## src/rtl/display_pkg.sv

```systemverilog
// Shared screen geometry, colours and FSM states for the falling-tile display.
// Also holds the small helpers used for tile start positions and hit-zone tests.
package display_pkg;

   localparam int SCREEN_W  = 160;
   localparam int SCREEN_H  = 120;
   localparam int LANE_W    = 40;
   localparam int TILE_H    = 30;
   localparam int HIT_TOP   = 90;
   localparam int HIT_ROW   = HIT_TOP - 1;
   localparam int NUM_LANES = 4;

   localparam logic [2:0] COLOR_OVER = 3'b100;
   localparam logic [2:0] COLOR_TILE = 3'b000;
   localparam logic [2:0] COLOR_HIT  = 3'b001;
   localparam logic [2:0] COLOR_BG   = 3'b111;
   localparam logic [2:0] COLOR_GRID = 3'b010;

   typedef enum logic [1:0] {
      DRAW,
      UPDATE,
      WAIT
   } state_t;

   // Lanes start staggered one tile height apart: 90, 60, 30, 0.
   function automatic logic [6:0] tile_start(input int lane);
      return 7'(HIT_TOP - TILE_H * lane);
   endfunction

   function automatic logic in_hit_zone(input logic [6:0] top);
      logic [7:0] bottom;
      bottom = {1'b0, top} + 8'(TILE_H - 1);
      return (bottom >= 8'(HIT_TOP)) && (bottom <= 8'(SCREEN_H - 1));
   endfunction

endpackage

```

## src/rtl/display_key_edge.sv

```systemverilog
// key_edge: two-flop synchroniser for one active-low button plus a 1->0 edge detector.
// Reset parks all flops at 1 so a held-released button never looks like a press.
module key_edge (
   input  logic clk,
   input  logic reset,
   input  logic key,
   output logic fall
);

   logic sync_a;
   logic sync_b;
   logic prev;

   always_ff @(posedge clk) begin
      if (reset) begin
         sync_a <= 1'b1;
         sync_b <= 1'b1;
         prev   <= 1'b1;
      end else begin
         sync_a <= key;
         sync_b <= sync_a;
         prev   <= sync_b;
      end
   end

   assign fall = prev & ~sync_b;

endmodule

```

## src/rtl/display.sv

```systemverilog
// Four-lane falling-tile game rendered to a 160x120 pixel-plot VGA adapter.
// Optional lane dividers are enabled with the DISPLAY_LANE_GRID_EN macro.
module display
   import display_pkg::*;
#(
   parameter int FRAME_CYCLES = 833333,
   parameter int STEP         = 1
) (
   input  logic       CLOCK_50,
   input  logic [7:0] SW,
   input  logic [3:0] KEY,
   output logic [7:0] VGA_X,
   output logic [6:0] VGA_Y,
   output logic [2:0] VGA_COLOR,
   output logic       plot,
   output logic [9:0] LEDR
);

   localparam int CNT_W = $clog2(FRAME_CYCLES);

   logic reset;
   logic paused;
   logic unused_sw;

   assign reset     = SW[0];
   assign paused    = SW[1];
   assign unused_sw = ^SW[7:2];

   state_t state;
   state_t next_state;

   logic [7:0]       scan_x;
   logic [6:0]       scan_y;
   logic             scan_last;
   logic [CNT_W-1:0] frame_cnt;

   logic [6:0] tile_y    [NUM_LANES];
   logic [6:0] tile_next [NUM_LANES];

   logic [7:0]           score;
   logic [7:0]           score_next;
   logic [8:0]           score_sum;
   logic [1:0]           misses;
   logic [1:0]           misses_next;
   logic [4:0]           miss_sum;
   logic                 game_over;
   logic [NUM_LANES-1:0] pending;
   logic [NUM_LANES-1:0] key_fall;
   logic [2:0]           hit_count;
   logic [3:0]           miss_count;

   logic [1:0] lane;
   logic [6:0] tile_top;
   logic       in_tile;
   logic       on_grid;
   logic [2:0] pix_color;

   for (genvar g = 0; g < NUM_LANES; g++) begin : g_key
      key_edge u_key (
         .clk  (CLOCK_50),
         .reset(reset),
         .key  (KEY[g]),
         .fall (key_fall[g])
      );
   end

   assign scan_last = (scan_x == 8'(SCREEN_W - 1)) && (scan_y == 7'(SCREEN_H - 1));

   always_ff @(posedge CLOCK_50) begin
      if (reset) begin
         state <= DRAW;
      end else begin
         state <= next_state;
      end
   end

   always_comb begin
      next_state = state;
      case (state)
         DRAW:    if (scan_last) next_state = UPDATE;
         UPDATE:  next_state = WAIT;
         WAIT:    if (frame_cnt == CNT_W'(FRAME_CYCLES - 1)) next_state = DRAW;
         default: next_state = DRAW;
      endcase
   end

   // The frame counter restarts with every DRAW so one frame spans exactly FRAME_CYCLES.
   always_ff @(posedge CLOCK_50) begin
      if (reset) begin
         frame_cnt <= '0;
      end else if (state == WAIT && next_state == DRAW) begin
         frame_cnt <= '0;
      end else begin
         frame_cnt <= frame_cnt + CNT_W'(1);
      end
   end

   always_ff @(posedge CLOCK_50) begin
      if (reset) begin
         scan_x <= '0;
         scan_y <= '0;
      end else if (state == DRAW) begin
         if (scan_x == 8'(SCREEN_W - 1)) begin
            scan_x <= '0;
            scan_y <= scan_last ? 7'd0 : scan_y + 7'd1;
         end else begin
            scan_x <= scan_x + 8'd1;
         end
      end
   end

   always_comb begin
      lane = 2'd3;
      if (scan_x < 8'(LANE_W)) begin
         lane = 2'd0;
      end else if (scan_x < 8'(2 * LANE_W)) begin
         lane = 2'd1;
      end else if (scan_x < 8'(3 * LANE_W)) begin
         lane = 2'd2;
      end
      tile_top = tile_y[lane];
      in_tile  = ({1'b0, scan_y} >= {1'b0, tile_top}) &&
                 ({1'b0, scan_y} <= {1'b0, tile_top} + 8'(TILE_H - 1));
`ifdef DISPLAY_LANE_GRID_EN
      on_grid = (scan_x == 8'(LANE_W - 1)) || (scan_x == 8'(2 * LANE_W - 1)) ||
                (scan_x == 8'(3 * LANE_W - 1));
`else
      on_grid = 1'b0;
`endif
      if (game_over) begin
         pix_color = COLOR_OVER;
      end else if (in_tile) begin
         pix_color = COLOR_TILE;
      end else if (on_grid) begin
         pix_color = COLOR_GRID;
      end else if (scan_y == 7'(HIT_ROW)) begin
         pix_color = COLOR_HIT;
      end else begin
         pix_color = COLOR_BG;
      end
   end

   always_ff @(posedge CLOCK_50) begin
      if (reset) begin
         VGA_X     <= '0;
         VGA_Y     <= '0;
         VGA_COLOR <= '0;
         plot      <= 1'b0;
      end else if (state == DRAW) begin
         VGA_X     <= scan_x;
         VGA_Y     <= scan_y;
         VGA_COLOR <= pix_color;
         plot      <= 1'b1;
      end else begin
         plot      <= 1'b0;
      end
   end

   // A scored lane restarts at the top and skips this frame's fall; a missed press still falls.
   always_comb begin : update_calc
      logic       lane_scored;
      logic [7:0] advanced;
      lane_scored = 1'b0;
      advanced    = '0;
      hit_count   = '0;
      miss_count  = '0;
      for (int i = 0; i < NUM_LANES; i++) begin
         tile_next[i] = tile_y[i];
         lane_scored  = 1'b0;
         advanced     = {1'b0, tile_y[i]} + 8'(STEP);
         if (pending[i]) begin
            if (in_hit_zone(tile_y[i])) begin
               hit_count    = hit_count + 3'd1;
               tile_next[i] = '0;
               lane_scored  = 1'b1;
            end else begin
               miss_count = miss_count + 4'd1;
            end
         end
         if (!paused && !lane_scored) begin
            if (advanced > 8'(SCREEN_H - 1)) begin
               tile_next[i] = '0;
               miss_count   = miss_count + 4'd1;
            end else begin
               tile_next[i] = advanced[6:0];
            end
         end
      end
      score_sum   = {1'b0, score} + 9'(hit_count);
      score_next  = score_sum[8] ? 8'hFF : score_sum[7:0];
      miss_sum    = 5'(misses) + 5'(miss_count);
      misses_next = (miss_sum >= 5'd3) ? 2'd3 : miss_sum[1:0];
   end

   always_ff @(posedge CLOCK_50) begin
      if (reset) begin
         for (int i = 0; i < NUM_LANES; i++) begin
            tile_y[i] <= tile_start(i);
         end
         score     <= '0;
         misses    <= '0;
         game_over <= 1'b0;
         pending   <= '0;
      end else if (state == UPDATE) begin
         pending <= '0;
         if (!game_over) begin
            for (int i = 0; i < NUM_LANES; i++) begin
               tile_y[i] <= tile_next[i];
            end
            score     <= score_next;
            misses    <= misses_next;
            game_over <= (misses_next == 2'd3);
         end
      end else if (!game_over) begin
         pending <= pending | key_fall;
      end
   end

   assign LEDR = {misses, score};

endmodule

```

## config.mk

```make
export PLATFORM = sky130hd
export DESIGN_NAME = display
export DESIGN_NICKNAME = d
export VERILOG_FILES = /design/src/rtl/display_pkg.sv /design/src/rtl/display_key_edge.sv /design/src/rtl/display.sv
export SDC_FILE = /design/constraint.sdc
export NUM_CORES = 1
export LEC_CHECK = 0
export ABC_CLOCK_PERIOD_IN_PS = 13400
export CORE_UTILIZATION = 50
export CTS_BUF_LIST = sky130_fd_sc_hd__clkbuf_4 sky130_fd_sc_hd__clkbuf_8 sky130_fd_sc_hd__clkbuf_16
export DETAILED_ROUTE_END_ITERATION = 16
export GPL_ROUTABILITY_DRIVEN = 0
export PLACE_DENSITY = 0.71
export SYNTH_ARGS = -nofsm -noshare
export SYNTH_HDL_FRONTEND = slang
export SYNTH_SLANG_ARGS = --single-unit
```

## constraint.sdc

```tcl
create_clock -name CLOCK_50 -period 13.4 [get_ports CLOCK_50]
set_clock_uncertainty 0.1 [all_clocks]
set_input_delay 3.35 -clock CLOCK_50 [delete_from_list [all_inputs] [get_ports CLOCK_50]]
set_output_delay 3.35 -clock CLOCK_50 [all_outputs]
set_load 0.1 [all_outputs]
```

==> flow_metrics.env, run 1 <==
export IMPL_crit_buf_inv=2
export IMPL_cts_tree="yes"
export IMPL_critPathMaxFanout=9
export IMPL_via_per_inst=5.601
export IMPL_final_min_clock_period_ns=9.043
export IMPL_seqCellArea_sq_mm=0.002502
export IMPL_reg2reg_depth=30
export IMPL_worst_ir_drop_vdd_mv=0.05524
export IMPL_cp_end_kind="register"
export IMPL_ys_seq_area_frac=0.3537
export IMPL_cts_sinks=111
export IMPL_cpMostUsedCell="ha_1"
export IMPL_ys_warn_count=0
export IMPL_crit_family="adder cells"
export IMPL_setup_viol=0
export IMPL_instances_no_fill=980
export IMPL_synth_edf_count=28
export IMPL_portBuffers=35
export IMPL_synth_cell_type_count=91
export IMPL_htreeDepth=3
export IMPL_syn_area_sq_mm=0.007076
export IMPL_synth_mux_area_frac=0.04103
export IMPL_ff2ff_setup_slack_ns=5.92
export IMPL_core_sq_mm=0.01383
export IMPL_critPathRequiredTime_ns=13.51
export IMPL_tightest_slew_ns=1.001
export IMPL_wire_per_inst_microns=14.81
export IMPL_drive_gt1_frac=0.1013
export IMPL_finalSetupTns_ns=0
export IMPL_synth_seq_cells=111
export IMPL_n_fill_cell=1189
export IMPL_total_leakage_power_nw=2.922
export IMPL_min_to="g_key[1].u_key.sync_b"
export IMPL_slowest_delay_ns=0.73
export IMPL_synth_flop_cell="dfxtp_1"
export IMPL_postCtsResizedCells=0
export IMPL_overflow=0
export IMPL_antenna_found_initial=0
export IMPL_start_kind="input port"
export IMPL_post_place_ws_ns=3.971
export IMPL_num_nets_final=858
export IMPL_synth_nets=847
export IMPL_rsz0062_at_grt="false"
export IMPL_ctsHoldBuffers=0
export IMPL_fin_crit_sh=0.6749
export IMPL_cts_made_buffers=9
export IMPL_synth_simple_area_share=0.2225
export IMPL_layout_setup_ws_ns=4.357
export IMPL_dp_hpwl_mm=10.71
export IMPL_rows=43
export IMPL_clkTransAtPathRegs_ns=0.07
export IMPL_timing_hold_ws_ns=0.3101
export IMPL_cellPowerDensity_mw_per_mm2=89.27
export IMPL_r2r_start="tile_y[0][1]"
export IMPL_dp_cells=964
export IMPL_rr_endpoint="misses[1]"
export IMPL_start_util=0.5117
export IMPL_die_h_microns=121.0
export IMPL_synth_compound_area_frac=0.1388
export IMPL_drt_total_wl_mm=14.51
export IMPL_holdCritStartpoint="g_key[1].u_key.sync_a"
export IMPL_criticalPathCategory="in -> reg"
export IMPL_synth_top_family_by_area="simple AND/OR/NAND/NOR gates"
export IMPL_clock_root_buffer="clkbuf_16"
export IMPL_hold_violations=0
export IMPL_relSlewSlack=0.3307
export IMPL_synth_xor_area_share=0.09920
export IMPL_areaGrowthSynthToFinish_pct=9.478
export IMPL_ant_nets=0
export IMPL_cts_max_path_buffers=2
export IMPL_cp_data_arrival_time_ns=9.16
export IMPL_drv_slew=0
export IMPL_drtPass1Iterations=6
export IMPL_post_route_util=0.5602
export IMPL_die_area_sq_mm=0.01463
export IMPL_cap_violations=0
export IMPL_num_vias=5489
export IMPL_status="completed"
export IMPL_postCtsSetupRepairBufs=0
export IMPL_clock_latency_ns=0.36
export IMPL_min_path_cells=1
export IMPL_drtIter0Drc=460
export IMPL_fmax_mhz=110.6
export IMPL_grt_max_degree=66
export IMPL_holdCritPathClass="reg -> reg"
export IMPL_diodes=0
export IMPL_slowest_stage="clkdlybuf4s50_1"
export IMPL_die_w_microns=121.0
export IMPL_io_pins=42
export IMPL_avgSynthCellArea_sq_um=9.025
export IMPL_async_flop_share=0
export IMPL_layout_cells_most_common_list="nor2_1 (84), dfxtp_1 (83), nand2_1 (78), ha_1 (48), a21oi_1 (42)"
export IMPL_syn_inst=784
export IMPL_layout_commonest_cell="nor2_1"
export IMPL_first_global_vias=5129
export IMPL_track_usage=0.2092
export IMPL_synth_fa_ha_area_frac=0.09195
export IMPL_grt_first_pass_wirelength_mm=24.50
export IMPL_multi_input_area_sq_mm=0.004199
export IMPL_drc=0
-- state kept, by name, summed over array words and instances (netlist names), 2 cells and up --
signal and cells:
misses 2, VGA_COLOR 3, g_key.u_key.sync_a 4, pending 4, g_key.u_key.prev 4, frame_cnt 20
tile_y 28, score 8, VGA_X 8, scan_y 7, g_key.u_key.sync_b 4, state 2
scan_x 8, VGA_Y 7
-- kinds of logic (layout without fill, tap and decap cells) --
group / Yosys count / in the layout
DFF: 111 / 111
and+or+nand+nor: 313 / 313
buffers and inverters: 80 / 96
AOI/OAI and AO/OA: 137 / 137
xor gates and xnor gates: 73 / 73
muxes: 19 / 19
adders and majority gates: 51 / 51
-- cell usage after synthesis, drive strengths merged, types with 8 or more instances --
cell type / n / area share
a21o: 10 / 0.011
and2: 8 / 0.0073
nand2: 78 / 0.041
nand2b: 9 / 0.0080
nor3: 19 / 0.013
a21oi: 42 / 0.030
edfxtp: 28 / 0.12
nor2: 85 / 0.047
ha: 48 / 0.085
xor2: 29 / 0.037
nor3b: 9 / 0.0095
buf: 13 / 0.015
nand4: 13 / 0.011
nor2b: 10 / 0.0088
nand3: 33 / 0.025
or2: 17 / 0.015
xnor2: 42 / 0.056
clkbuf: 24 / 0.014
o21a: 8 / 0.0085
o21ai: 21 / 0.015
dfxtp: 83 / 0.23
inv: 42 / 0.022
-- how the worst max path moves through the flow --
| stage | cells past startpoint | startpoint | slack, ns | endpoint |
|---|---|---|---|---|
| 2_1_floorplan | 25 | SW[1] | 5.12 | misses[1] |
| 3_3_place_gp | 25 | SW[1] | 4.20 | misses[1] |
| 3_5_place_dp | 25 | SW[1] | 3.97 | misses[1] |
| 4_1_cts | 25 | SW[1] | 4.37 | misses[1] |
| 5_1_grt | 25 | SW[1] | 4.00 | misses[1] |
| 6_report | 25 | SW[1] | 4.36 | misses[1] |
-- routing by layer --
| metal | global-route usage | wire length (microns) |
|---|---|---|
| met1 | 0.2711 | 6617 |
| met3 | 0.03195 | 553 |
| met4 | 0.06713 | 182 |
| met2 | 0.3554 | 7155 |
| met5 | 0 | 0 |
-- cell type report --
class / instances / share of cell area
multi-input cells: 593 / 0.5421
flip-flops and latches: 111 / 0.3230
repair buffers: 38 / 0.04749
clock buffers: 11 / 0.03182
well taps: 180 / 0.02907
inverters: 42 / 0.02035
clock inverters: 5 / 0.006138
-- worst reg2reg max path, delay by kind of cell, from the launching register on --
| kind | cells | cell delay [ns] |
|---|---|---|
| multiplexers | 6 | 1.58 |
| flip-flops | 1 | 0.55 |
| buffers and inverters | 1 | 0.05 |
| AO/OA/AOI/OAI | 4 | 0.99 |
| AND/OR/NAND/NOR | 9 | 1.00 |
| adder cells (fa/ha/maj) | 9 | 2.89 |
| XOR/XNOR | 1 | 0.18 |
-- power by group --
group / switching [mW] / total (mW) / internal (mW)
Sequential: 0.00899 / 0.358 / 0.349
Clock: 0.130 / 0.268 / 0.138
Combinational: 0.0389 / 0.0656 / 0.0266
Total: 0.178 / 0.692 / 0.514
-- per-stage QoR --
step | power, mW | cell area (sq um)
floorplan | 0.4173 | 7076
global placement | 0.4278 | 7452
detailed placement | 0.4315 | 7452
CTS | 0.6971 | 7746
global route | 0.7159 | 7746
finish | 0.6915 | 7746
Note: power is estimated with default switching activity, not from simulation.
==> run 2: changes to the inputs <==
ABC_CLOCK_PERIOD_IN_PS = 9400   (was 13400)
clock period = 9.4 ns   (was 13.4 ns; I/O delays follow)
==> flow_metrics.env, run 2 (same netlist as run 1, synthesis figures left out) <==
export IMPL_clock_root_buffer="clkbuf_16"
export IMPL_ff2ff_setup_slack_ns=1.89
export IMPL_rsz0062_at_grt="false"
export IMPL_criticalPathCategory="in -> reg"
export IMPL_grt_max_degree=66
export IMPL_drtPass1Iterations=5
export IMPL_cp_end_kind="register"
export IMPL_reg2reg_depth=30
export IMPL_start_kind="input port"
export IMPL_core_sq_mm=0.01383
export IMPL_grt_first_pass_wirelength_mm=24.82
export IMPL_tightest_slew_ns=0.9943
export IMPL_die_w_microns=121.0
export IMPL_num_nets_final=858
export IMPL_cts_made_buffers=9
export IMPL_layout_cells_most_common_list="nor2_1 (84), dfxtp_1 (83), nand2_1 (78), ha_1 (48), a21oi_1 (42)"
export IMPL_postCtsSetupRepairBufs=0
export IMPL_drv_slew=0
export IMPL_diodes=0
export IMPL_layout_commonest_cell="nor2_1"
export IMPL_relSlewSlack=0.3350
export IMPL_n_fill_cell=1178
export IMPL_portBuffers=35
export IMPL_clock_latency_ns=0.35
export IMPL_clkTransAtPathRegs_ns=0.08
export IMPL_min_path_cells=1
export IMPL_critPathMaxFanout=9
export IMPL_via_per_inst=5.726
export IMPL_num_vias=5611
export IMPL_postCtsResizedCells=0
export IMPL_largest_reg_flops=28
export IMPL_final_min_clock_period_ns=8.103
export IMPL_comb_power_share=0.094
export IMPL_cap_violations=0
export IMPL_track_usage=0.2109
export IMPL_fmax_mhz=123.4
export IMPL_drc=0
export IMPL_wire_per_inst_microns=15.02
export IMPL_cellPowerDensity_mw_per_mm2=128.5
export IMPL_finalSetupTns_ns=0
export IMPL_htreeDepth=3
export IMPL_holdCritPathClass="reg -> reg"
export IMPL_overflow=0
export IMPL_internal_power_mw=0.7433
export IMPL_die_h_microns=121.0
export IMPL_total_leakage_power_nw=2.930
export IMPL_largestRegisters="tile_y: 28 flops, frame_cnt: 20 flops"
export IMPL_swShare=0.2549
export IMPL_antenna_found_initial=0
export IMPL_regMostFlops="tile_y"
export IMPL_cp_data_arrival_time_ns=8.22
export IMPL_die_area_sq_mm=0.01463
export IMPL_p_clk_frac=0.394
export IMPL_dp_hpwl_mm=10.74
export IMPL_areaGrowthSynthToFinish_pct=9.690
export IMPL_ant_nets=0
export IMPL_first_global_vias=5298
export IMPL_drive_gt1_frac=0.1013
export IMPL_hold_violations=0
export IMPL_p_seq_frac=0.512
export IMPL_fin_crit_sh=0.8620
export IMPL_min_to="g_key[1].u_key.sync_b"
export IMPL_drtIter0Drc=425
export IMPL_critPathRequiredTime_ns=9.51
export IMPL_rr_endpoint="misses[1]"
export IMPL_p_switching_mw=0.2543
export IMPL_r2r_start="tile_y[0][0]"
export IMPL_status="completed"
export IMPL_cts_max_path_buffers=2
export IMPL_cts_sinks=111
export IMPL_io_pins=42
export IMPL_ctsHoldBuffers=0
export IMPL_setup_viol=0
export IMPL_start_util=0.5117
export IMPL_drt_total_wl_mm=14.72
export IMPL_worst_ir_drop_vdd_mv=0.09491
export IMPL_rows=43
export IMPL_holdCritStartpoint="g_key[1].u_key.sync_a"
export IMPL_post_route_util=0.5613
export IMPL_cts_tree="yes"
[run 2: changes by cell type in the layout (fill, tap and decap cells not counted)]
| cell | change |
|---|---|
| clkbuf_16 | +1 |
| clkbuf_4 | -1 |
| clkinv_8 | +1 |
| inv_12 | -1 |
| inv_4 | +1 |
| inv_6 | -1 |
[run 2: critical path, cell delays in order]
cell	delay [ns]
clkdlybuf4s50_1	0.74
mux2i_1	0.55
nor2_8	0.07
ha_1	0.33
nand3_1	0.14
nand2_1	0.08
ha_1	0.30
nor2_1	0.18
nor2_1	0.07
ha_1	0.30
nand2_1	0.07
o31ai_2	0.09
ha_1	0.30
mux2_2	0.28
ha_1	0.30
mux2_2	0.29
ha_1	0.27
mux2_2	0.16
inv_1	0.06
fa_1	0.41
a211oi_1	0.24
mux2_2	0.20
nand2b_1	0.06
mux2i_1	0.24
a311oi_1	0.14
[run 2: power by group through the flow]
| stage | registers, mW | clock network (mW) | logic, mW |
|---|---|---|---|
| after floorplan | 0.527 | 0 | 0.0678 |
| after global placement | 0.521 | 0 | 0.0889 |
| final | 0.511 | 0.393 | 0.0936 |
| after CTS | 0.510 | 0.398 | 0.0939 |
| after global routing | 0.512 | 0.417 | 0.104 |
| after detailed placement | 0.522 | 0 | 0.0934 |
[run 2: metrics by stage]
step                area, sq um  instances  power [mW]  setup slack [ns]  hold WS (ns)
floorplan                  7076        784      0.5948             2.124        0.2895
global placement           7452        964      0.6098             1.217        0.2940
detailed placement         7452        964      0.6151            0.9720        0.2974
CTS                        7761        980       1.003             1.305        0.3153
global route               7761        980       1.033            0.9287        0.3332
finish                     7761        980      0.9976             1.297        0.3125
[run 2: final cells by class]
| cell class | count | area (sq um) | share of cell area |
|---|---|---|---|
| clock buffers | 11 | 264.0 | 0.03402 |
| repair buffers | 38 | 367.9 | 0.04740 |
| multi-input cells | 593 | 4199 | 0.5410 |
| clock inverters | 5 | 45.04 | 0.005804 |
| inverters | 42 | 157.7 | 0.02031 |
| well taps | 180 | 225.2 | 0.02902 |
| flip-flops and latches | 111 | 2502 | 0.3224 |
[run 2: how the worst max path moves through the flow]
stage          cells after the start        end  slack (ns)  start
2_1_floorplan                     25  misses[1]        2.12  SW[1]
3_3_place_gp                      25  misses[1]        1.22  SW[1]
3_5_place_dp                      25  misses[1]        0.97  SW[1]
4_1_cts                           25  misses[1]        1.31  SW[1]
5_1_grt                           25  misses[1]        0.93  SW[1]
6_report                          25  misses[1]        1.30  SW[1]
[run 2: per-layer routing]
layer | track usage | up-vias | part of all wire
li1 | - | 2775 | -
met1 | 0.2686 | 2680 | 0.46
met2 | 0.3636 | 136 | 0.49
met3 | 0.02867 | 20 | 0.031
met4 | 0.07485 | 0 | 0.017
met5 | 0 | - | 0
==> run 3: changes to the inputs <==
CTS_BUF_LIST = sky130_fd_sc_hd__clkbuf_4   (was sky130_fd_sc_hd__clkbuf_4 sky130_fd_sc_hd__clkbuf_8 sky130_fd_sc_hd__clkbuf_16)
==> flow_metrics.env, run 3 (same netlist as run 1, synthesis figures left out) <==
export IMPL_diodes=0
export IMPL_ff2ff_setup_slack_ns=1.85
export IMPL_track_usage=0.2097
export IMPL_clock_root_buffer="clkbuf_4"
export IMPL_p_clk_frac=0.297
export IMPL_n_fill_cell=1197
export IMPL_via_per_inst=5.682
export IMPL_antenna_found_initial=0
export IMPL_drv_slew=0
export IMPL_seqCellArea_sq_mm=0.002502
export IMPL_rr_endpoint="misses[1]"
export IMPL_cellPowerDensity_mw_per_mm2=113.3
export IMPL_regMostFlops="tile_y"
export IMPL_die_area_sq_mm=0.01463
export IMPL_areaGrowthSynthToFinish_pct=7.392
export IMPL_crit_path_start="SW[1]"
export IMPL_cts_max_path_buffers=2
export IMPL_io_pins=42
export IMPL_drt_total_wl_mm=14.64
export IMPL_drive_gt1_frac=0.1000
export IMPL_cts_sinks=111
export IMPL_holdCritStartpoint="g_key[2].u_key.sync_a"
export IMPL_clock_latency_ns=0.49
export IMPL_postCtsSetupRepairBufs=0
export IMPL_largestRegisters="tile_y: 28 flops, frame_cnt: 20 flops"
export IMPL_relSlewSlack=0.3350
export IMPL_start_kind="input port"
export IMPL_largest_reg_flops=28
export IMPL_comb_power_share=0.109
export IMPL_hold_violations=0
export IMPL_layout_cells_most_common_list="nor2_1 (84), dfxtp_1 (83), nand2_1 (78), ha_1 (48), a21oi_1 (42)"
export IMPL_dp_cells=964
export IMPL_htreeDepth=3
export IMPL_overflow=0
export IMPL_finalSetupTns_ns=0
export IMPL_critPathMaxFanout=9
export IMPL_post_route_util=0.5495
export IMPL_drtPass1Iterations=5
export IMPL_cp_end_kind="register"
export IMPL_fmax_mhz=125.7
export IMPL_tightest_slew_ns=0.9943
export IMPL_num_nets_final=858
export IMPL_clkTransAtPathRegs_ns=0.18
export IMPL_total_leakage_power_nw=2.856
export IMPL_setup_viol=0
export IMPL_cts_made_buffers=9
export IMPL_rows=43
export IMPL_reg2reg_depth=30
export IMPL_p_switching_mw=0.2398
export IMPL_timing_hold_ws_ns=0.3289
export IMPL_p_seq_frac=0.594
export IMPL_worst_ir_drop_vdd_mv=0.08250
export IMPL_cp_data_arrival_time_ns=8.22
export IMPL_crit_end="misses[1]"
export IMPL_critPathRequiredTime_ns=9.67
export IMPL_grt_first_pass_wirelength_mm=24.63
export IMPL_dp_hpwl_mm=10.74
export IMPL_swShare=0.2786
export IMPL_num_vias=5568
export IMPL_drtIter0Drc=443
export IMPL_cts_tree="yes"
export IMPL_instances_no_fill=980
export IMPL_rsz0062_at_grt="false"
export IMPL_die_h_microns=121.0
export IMPL_r2r_start="tile_y[0][0]"
export IMPL_first_global_vias=5258
export IMPL_criticalPathCategory="in -> reg"
export IMPL_drc=0
export IMPL_core_sq_mm=0.01383
export IMPL_final_min_clock_period_ns=7.954
export IMPL_status="completed"
export IMPL_die_w_microns=121.0
export IMPL_wire_per_inst_microns=14.94
export IMPL_multi_input_area_sq_mm=0.004199
export IMPL_cap_violations=0
export IMPL_ant_nets=0
export IMPL_holdCritPathClass="reg -> reg"
export IMPL_grt_max_degree=66
export IMPL_fin_crit_sh=0.8461
export IMPL_portBuffers=35
export IMPL_postCtsResizedCells=0
export IMPL_layout_commonest_cell="nor2_1"
export IMPL_fin_total_pwr_mw=0.8607
export IMPL_start_util=0.5117
export IMPL_internal_power_mw=0.6210
export IMPL_ctsHoldBuffers=0
-- run 3: cell count changes in the layout (fill, tap and decap cells not counted) --
cell / delta
clkbuf_16: -10
bufinv_16: +1
clkinv_1: +1
clkbuf_8: -1
clkbuf_4: +9
-- run 3: cell type report --
| class | instances | area share |
|---|---|---|
| flip-flops and latches | 111 | 0.3293 |
| multi-input cells | 593 | 0.5526 |
| clock inverters | 7 | 0.01037 |
| clock buffers | 9 | 0.008892 |
| well taps | 180 | 0.02964 |
| repair buffers | 38 | 0.04841 |
| inverters | 42 | 0.02075 |
-- run 3: worst min-delay path by stage --
| stage | endpoint | slack (ns) | cells past startpoint |
|---|---|---|---|
| CTS | g_key[1].u_key.sync_b | 0.33 | 1 |
| finish | g_key[2].u_key.sync_b | 0.33 | 1 |
| detailed placement | g_key[3].u_key.sync_b | 0.30 | 1 |
| global placement | g_key[0].u_key.sync_b | 0.29 | 1 |
| global route | g_key[2].u_key.sync_b | 0.35 | 1 |
| floorplan | g_key[0].u_key.sync_b | 0.29 | 1 |
-- run 3: through the flow --
step / instance area [sq um] / worst slack [ns]
after global routing: 7599 / 1.118
after detailed placement: 7452 / 0.9720
after floorplan: 7076 / 2.124
final: 7599 / 1.446
after CTS: 7599 / 1.476
after global placement: 7452 / 1.217
-- run 3: layer usage --
metal	share of wire	GRT usage	vias up
li1	-	-	2755
met1	0.45	0.2672	2655
met2	0.49	0.3596	137
met3	0.041	0.02820	21
met4	0.019	0.07870	0
met5	0	0	-
-- run 3: worst max-delay path, cell delays in order --
cell	delay (ns)
clkdlybuf4s50_1	0.74
mux2i_1	0.55
nor2_8	0.07
ha_1	0.33
nand3_1	0.14
nand2_1	0.08
ha_1	0.30
nor2_1	0.19
nor2_1	0.07
ha_1	0.30
nand2_1	0.09
o31ai_2	0.09
ha_1	0.28
mux2_2	0.28
ha_1	0.30
mux2_2	0.29
ha_1	0.27
mux2_2	0.16
inv_1	0.06
fa_1	0.41
a211oi_1	0.24
mux2_2	0.20
nand2b_1	0.06
mux2i_1	0.24
a311oi_1	0.14
-- run 3: power groups by stage --
stage,Combinational [mW],Clock (mW),Sequential [mW]
after floorplan,0.0678,0,0.527
after global placement,0.0889,0,0.521
after detailed placement,0.0934,0,0.522
after CTS,0.0940,0.259,0.511
after global routing,0.104,0.277,0.514
final,0.0936,0.255,0.512
